`src/rtl/output_buffer_read_transmit.sv`:
```
// Reads a buffered packet word-by-word from packet RAM and streams it as 9-bit bytes, then frees the buffer.
// First byte RAM_RD_LAT+2 cycles after descriptor ack; i_tx_ready=0 holds the byte pointer, no loss or duplication.
module output_buffer_read_transmit #(
    parameter int RAM_RD_LAT = 2,
    parameter int MAX_WORDS  = 128
) (
    input  logic         i_clk,
    input  logic         i_rst,
    input  logic [8:0]   iv_bufid,
    input  logic         i_bufid_wr,
    output logic         o_bufid_ack,
    output logic [15:0]  ov_ram_raddr,
    output logic         o_ram_rd,
    input  logic [133:0] iv_ram_rdata,
    input  logic         i_tx_ready,
    output logic [8:0]   ov_data,
    output logic         o_data_wr,
    output logic [8:0]   ov_free_bufid,
    output logic         o_free_bufid_wr,
    output logic         o_tail_err_pulse,
    output logic [2:0]   ov_tx_state
);

    typedef enum logic [2:0] {
        IDLE    = 3'd0,
        FETCH   = 3'd1,
        SEND    = 3'd2,
        RELEASE = 3'd3
    } state_t;

    localparam logic [6:0] LAST_IDX = 7'(MAX_WORDS - 1);

    state_t                state;
    logic [8:0]            bufid;
    logic [6:0]            word_idx;
    logic [RAM_RD_LAT-1:0] rd_pipe;
    logic [127:0]          sh_word;
    logic [3:0]            sh_cnt;
    logic                  sh_first;
    logic                  sh_end;
    logic [133:0]          pf_word;
    logic                  pf_vld;

    logic         rd_done;
    logic [133:0] ld_word;
    logic [6:0]   ld_idx;
    logic         ld_tail;
    logic         ld_err;
    logic         ld_end;
    logic         sh_last;
    logic         send;
    logic         load;
    logic         unused_head_flag;

    // Only one RAM read is ever outstanding, so the pipe tail unambiguously marks its data.
    assign rd_done = rd_pipe[RAM_RD_LAT-1];
    assign ld_word = (state == FETCH) ? iv_ram_rdata : pf_word;
    assign ld_idx  = (state == FETCH) ? 7'd0 : word_idx + 7'd1;
    assign ld_tail = ld_word[133];
    assign ld_err  = !ld_tail && (ld_idx == LAST_IDX);
    assign ld_end  = ld_tail || ld_err;
    assign unused_head_flag = ld_word[132];

    assign sh_last = (sh_cnt == 4'd0);
    // Stall rather than drop if a word boundary is reached before its successor has arrived.
    assign send = (state == SEND) && i_tx_ready && !i_rst && !(sh_last && !sh_end && !pf_vld);
    assign load = (state == FETCH && rd_done) || (send && sh_last && !sh_end);

    assign o_bufid_ack = (state == IDLE) && i_bufid_wr && !i_rst;
    assign o_data_wr   = send;
    assign ov_data     = {sh_first || (sh_end && sh_last), sh_word[127:120]};
    assign ov_tx_state = state;

    always_ff @(posedge i_clk) begin
        if (i_rst) begin
            state            <= IDLE;
            bufid            <= '0;
            word_idx         <= '0;
            rd_pipe          <= '0;
            sh_word          <= '0;
            sh_cnt           <= '0;
            sh_first         <= 1'b0;
            sh_end           <= 1'b0;
            pf_word          <= '0;
            pf_vld           <= 1'b0;
            ov_ram_raddr     <= '0;
            o_ram_rd         <= 1'b0;
            ov_free_bufid    <= '0;
            o_free_bufid_wr  <= 1'b0;
            o_tail_err_pulse <= 1'b0;
        end else begin
            o_ram_rd         <= 1'b0;
            o_free_bufid_wr  <= 1'b0;
            ov_free_bufid    <= '0;
            o_tail_err_pulse <= 1'b0;
            for (int i = RAM_RD_LAT - 1; i > 0; i--) rd_pipe[i] <= rd_pipe[i-1];
            rd_pipe[0] <= o_ram_rd;

            case (state)
                IDLE: begin
                    if (i_bufid_wr) begin
                        bufid        <= iv_bufid;
                        word_idx     <= '0;
                        pf_vld       <= 1'b0;
                        o_ram_rd     <= 1'b1;
                        ov_ram_raddr <= {iv_bufid, 7'd0};
                        state        <= FETCH;
                    end
                end
                FETCH: begin
                    if (rd_done) state <= SEND;
                end
                SEND: begin
                    if (rd_done) begin
                        pf_word <= iv_ram_rdata;
                        pf_vld  <= 1'b1;
                    end
                    if (send) begin
                        if (!sh_last) begin
                            sh_word  <= sh_word << 8;
                            sh_cnt   <= sh_cnt - 4'd1;
                            sh_first <= 1'b0;
                        end else if (sh_end) begin
                            state           <= RELEASE;
                            o_free_bufid_wr <= 1'b1;
                            ov_free_bufid   <= bufid;
                            sh_first        <= 1'b0;
                            sh_end          <= 1'b0;
                        end else begin
                            pf_vld <= 1'b0;
                        end
                    end
                end
                RELEASE: state <= IDLE;
                default: state <= IDLE;
            endcase

            // Word load into the shift register, followed immediately by the prefetch of the next word.
            if (load) begin
                sh_word          <= ld_word[127:0];
                sh_cnt           <= ld_tail ? ld_word[131:128] : 4'hF;
                sh_first         <= (state == FETCH);
                sh_end           <= ld_end;
                word_idx         <= ld_idx;
                o_tail_err_pulse <= ld_err;
                if (!ld_end) begin
                    o_ram_rd     <= 1'b1;
                    ov_ram_raddr <= {bufid, ld_idx + 7'd1};
                end
            end
        end
    end

endmodule

```
`config.mk`:
```
export PLATFORM = sky130hd
export DESIGN_NAME = output_buffer_read_transmit
export DESIGN_NICKNAME = d
export VERILOG_FILES = /design/src/rtl/output_buffer_read_transmit.sv
export SDC_FILE = /design/constraint.sdc
export NUM_CORES = 1
export LEC_CHECK = 0
export CAP_MARGIN = 15
export CORE_MARGIN = 3
export CORE_UTILIZATION = 48
export DETAILED_ROUTE_END_ITERATION = 8
export GPL_TIMING_DRIVEN = 0
export PLACE_DENSITY = 0.71
export SKIP_CTS_REPAIR_TIMING = 1
export SLEW_MARGIN = 40
export SYNTH_ARGS = -nofsm -noshare
export SYNTH_HDL_FRONTEND = slang
export SYNTH_SLANG_ARGS = --single-unit
```
`constraint.sdc`:
```
create_clock -name i_clk -period 2.92 [get_ports i_clk]
set_input_delay 0.292 -clock i_clk [delete_from_list [all_inputs] [get_ports i_clk]]
set_output_delay 0.292 -clock i_clk [all_outputs]
set_load 0.02 [all_outputs]
```
### Yosys cells after proc, flatten, opt, wreduce, memory -nomap -nowiden

Cells that the tools add are included.

| cells by class | value |
|---|---|
| reduce and logical (&&, ||, !) cells | 39 |
| bitwise gates (word level) | 5 |
| $add $sub $neg | 3 |
| mux-type cells | 44 |
| equal/unequal tests | 10 |

Operator list:

| cell | number |
|---|---|
| $mux W128 | 4 |
| $mux W134 | 1 |
| $mux W16 | 4 |
| $mux W7 | 4 |
| $mux W4 | 5 |
| $mux W1 | 19 |
| $mux W3 | 5 |
| $add A7 B1 Y7 const B | 2 |
| $logic_and A1 B1 Y1 | 12 |
| $reduce_bool A2 Y1 | 6 |
| $ne A2 B2 Y1 const B | 5 |
| $pmux W3 S3 | 1 |
| $reduce_and A3 Y1 | 3 |
| $reduce_and A2 Y1 | 4 |
| $eq A7 B7 Y1 const B | 1 |
| $logic_not A1 Y1 | 5 |
| $not A1 Y1 | 5 |
| $reduce_and A5 Y1 | 1 |
| $reduce_or A5 Y1 | 1 |
| $logic_not A4 Y1 | 1 |
| $reduce_or A4 Y1 | 1 |
| $sub A4 B1 Y4 const B | 1 |
| $eq A3 B1 Y1 const B | 1 |
| $eq A3 B2 Y1 const B | 1 |
| other kinds (6) | 8 |

| storage, ports and cells | value |
|---|---|
| bits of input ports | 147 |
| flip-flop bits (word level) | 318 |
| output and inout bits | 42 |

### Longest topological paths before layout

| logic depth | value |
|---|---|
| word-level depth | 10 |
| gate-level depth with buffers | 12 |
| gate-level depth less buffers | 8 |

### Worst setup path after synthesis

OpenSTA, ideal clock, no wires.

| path | value |
|---|---|
| kind | flip-flop to flip-flop |
| start | register state[1] (netlist: ov_tx_state[1]) |
| end | register ov_ram_raddr[10] |
| clock period less this slack | 2.675 ns |
| cell stages (with the launch flop) | 13 |
| arrival | 2.556 ns |
| required time | 2.801 ns |
| setup slack | 0.245 ns |
| cells stage by stage | dfxtp_1 inv_1 ha_1 buf_6 buf_2 buf_1 nor2_1 ha_1 nor3b_2 o311ai_4 o21a_1 buf_6 mux2i_1 |

| between the ends | value |
|---|---|
| cells in the longest elaborated chain, start to end | 8 |
| elaborated cells on any way between the ends | 19 |

Ends and longest elaborated chain:

| what | line | RTL |
|---|---|---|
| from (decl) | 33 | `state_t state;` |
| from (signal assigned) | 76 | `state <= IDLE;` |
| from (signal assigned) | 107 | `state <= FETCH;` |
| from (signal assigned) | 111 | `if (rd_done) state <= SEND;` |
| parallel branches: the longest is 7 deep, another holds $mux W16 | - |  |
| $mux W16 (*) | 139 | `if (load) begin` |
| to (signal assigned) | 106 | `ov_ram_raddr <= {iv_bufid, 7'd0};` |
| to (signal assigned) | 148 | `ov_ram_raddr <= {bufid, ld_idx + 7'd1};` |
| to (decl) | 12 | `output logic [15:0] ov_ram_raddr,` |

Mark *: on every way between the ends.
A chain may end at the register's enable or synchronous reset.

### Worst setup path after layout

| path | value |
|---|---|
| start | register state[1] (netlist: ov_tx_state[1]) |
| end | register ov_ram_raddr[4] |

| between the ends | value |
|---|---|
| cells in the longest elaborated chain, start to end | 8 |
| elaborated cells on any way between the ends | 20 |

Ends and longest elaborated chain:

| what | line |
|---|---|
| parallel branches: the longest is 7 deep, another holds $add A7 B1 Y7 | - |
| $mux W16 (*) | 139 |

Marks and branches as above.

==> qor.txt <==
Core box area: 28300 µm²
Share of the yosys chip area belonging to registers: 45.1%
Port Buf Inserts: 185
Dpl hpwl: 28.0 mm
CP most frequent cell: ha_1
Multi-input logic area: 6960 µm²
Setup crit end kind: flop
Worst hold slack: 0.264 ns
Sw frac: 27.8%
Sum Neg Setup Slack: 0 ns
Switching power: 0.00311 W
CP Max Fanout: 10
Layout fillers: 2482
Worst slew pin tran: 0.871 ns
CP Buf/Inv Count: 4
Final Instance Count excl. Fillers: 2362
Max Clock Freq: 0.361 GHz
Final Skew: 0.00998 ns
Hold Crit Class: input port to flop
Combinational power share: 20.8%
Largest family of logic cells by synthesized area: compound AO/OA/AOI/OAI gates
Max Slew Vio Count: 0
Critical Path, Cell by Cell: inv_1, ha_1, buf_6, buf_2, buf_4, nor2_1, ha_1, nor3b_4, o311ai_4, o21ai_4, mux2i_1
H-tree depth: 2
Post-synth cell types: 61
Syn. warnings: 0
ANT nets after route: 0
Register Area: 6330 µm²
Die H: 177 µm
VDD IR max: 0.413 mV
Remaining DRCs: 0
Critical path's slowest cell: dfxtp_1
CTS tree: done
Synth Area in Simple Gates: 18.6%
Overall Global Routing Usage: 24.2%
Hold Vio Cnt, Final: 0
Die width: 177 µm
Die Area: 31300 µm²
Pin count of the biggest net entering global routing: 14
Type of origin of the critical path: flop
Global placement routability congestion: 0.877
Max cap viols: 0
Synthesized Nets: 1891
Iter 0 DRT Violations: 794
Adder-cell share of the synthesized area: 0.714%
Power per cell area: 639 nW/µm²
Vias in the first global route: 12200
Core Util, Final: 61.9%
Compound-Gate Fraction of Synth Area: 18.9%
Vias: 12700
Initial antenna violation count: 7
Total internal power: 0.00809 W
Sequential power share: 39.9%
# IOs: 189
Fin nets: 2113
Clock power frac: 39.3%
Pleak: 5.62 nW
Initial Util: 49.5%
Clock insertion delay at the later pin of the skew report: 0.50 ns
Post-synth EDFFs: 0
Max Root-Sink Buffers: 3
Req. time, crit path: 3.34 ns
XOR/XNOR share of the synthesized area: 0.661%
# setup viols final: 0
Commonest cells after routing, fill and taps aside: nand2_1 (569), dfxtp_1 (316), a21oi_1 (277)
Primary FF master, synth: dfxtp_1
#FFs+latches synth: 316
Vias/cell: 5.36
Post-Syn Area per Cell: 8.07 µm²
CP top delay family: buffers and inverters
Largest area contributor in the netlist: dfxtp_1
Area contributors post-synth: dfxtp_1 (45%), nand2_1 (15%), mux2i_1 (10%), a21oi_1 (9.9%), o211ai_1 (6.4%)
Gate Count Post-Synth: 1736
Crit path DAT: 3.20 ns
Share of cells above drive strength 1: 6.26%
Routed len/inst: 16.5 µm
Setup Crit Path Kind: flop to flop
Total CTS buffers: 36
CTS root buf: clkbuf_16
Commonest non-fill, non-tap cell in the layout: nand2_1
Design Area, Final: 17500 µm²
Clock sinks: 316
DRT Pass-1 Iters: 7
Final worst-path cycle share: 95.0%
Synth top area share: 45.1%
Rel. slew slack: 41.9%
Std-Cell Rows: 61
Synth Cell Area: 14000 µm²
Inst Count DP: 2299
Overall routed net length: 39.1 mm
Area Growth Syn to Fin: 25.0%
Global-route wire length before repair: 61.8 mm
Asr flop ratio synth: 0%
Post-synthesis mux area share: 10.6%
Crit-path max cell delay: 0.39 ns
Worst-path clk slew: 0.05 ns
Final worst path period need: 2.77 ns
Placed Area: 16300 µm²
Status: complete, no violations
GRT overflow: 0
-- worst paths after layout --
| path | start | to | slack (ns) | depth (start not counted) |
|---|---|---|---|---|
| max | ov_tx_state[1] | ov_ram_raddr[4] | 0.15 | 11 |
| min reg2reg | sh_word[75] | sh_word[75] | 0.45 | 2 |
| max reg2reg | ov_tx_state[1] | ov_ram_raddr[4] | 0.15 | 11 |
| min | i_rst | sh_word[6] | 0.26 | 4 |
-- cell families (layout without fill, tap and decap cells) --
| family | count (synthesis) | in the layout |
|---|---|---|
| adders and majority gates | 8 | 8 |
| xor gates and xnor gates | 9 | 9 |
| muxes | 148 | 148 |
| and+or+nand+nor | 645 | 645 |
| buffers and inverters | 163 | 407 |
| DFF | 316 | 316 |
| AOI/OAI and AO/OA | 446 | 446 |
| other | 1 | 5 |
-- tightest hold or removal path, cell delays in order --
cell and delay [ns]:
buf_2 0.16, nor3_2 0.12, nand2_1 0.08, o21ai_0 0.06
-- final cells by class --
| cell class | instances | share of cell area (%) |
|---|---|---|
| repair buffers | 185 | 10.6 |
| flip-flops and latches | 316 | 36.1 |
| diodes | 4 | 0.0571 |
| clock inverters | 7 | 0.500 |
| inverters | 10 | 0.214 |
| clock buffers | 53 | 6.08 |
| multi-input cells | 1257 | 39.7 |
| well taps | 378 | 2.70 |
| plain buffers | 152 | 4.08 |
-- synth_stat cells, types with 4 or more instances --
library cell and n:
o211ai_1 120, buf_4 12, buf_1 8, clkbuf_1 93, nand3b_1 4, nor3_1 6
nand3_1 7, and2_1 12, dfxtp_1 316, o21ai_0 16, a21o_1 10, buf_2 33
mux2i_1 145, nand2_1 570, buf_6 6, inv_1 9, nor2b_1 4, nor2_1 18
a21oi_1 277, xnor2_1 5, ha_1 8
-- state kept, by name, summed over array words and instances, names as in the netlist --
name	cells
bufid	9
o_free_bufid_wr	1
o_ram_rd	1
o_tail_err_pulse	1
ov_free_bufid	9
ov_ram_raddr	16
ov_tx_state	2
pf_vld	1
pf_word	133
rd_pipe	2
sh_cnt	4
sh_end	1
sh_first	1
sh_word	128
word_idx	7
-- metrics by stage --
step	setup WS, ns	total power (W)
2_1_floorplan	0.245	0.00611
3_3_place_gp	0.0250	0.00685
3_5_place_dp	-0.0223	0.00687
4_1_cts	-0.441	0.0113
5_1_grt	-0.00801	0.0117
6_report	0.147	0.0112
-- per-layer routing --
layer	track usage, %	share of wire (%)	up-vias
met1	32.3	44	5825
met4	8.09	3.4	8
met2	39.8	46	363
li1	-	-	6370
met5	0	0.15	-
met3	4.27	6.2	101
-- power by group through the flow --
stage                     Sequential (W)  Clock, W  Combinational, W
after detailed placement         0.00457         0           0.00230
after global placement           0.00456         0           0.00228
after CTS                        0.00447   0.00447           0.00231
after global routing             0.00449   0.00466           0.00251
final                            0.00448   0.00440           0.00233
after floorplan                  0.00460         0           0.00150
Note: power is estimated with default switching activity, not from simulation.
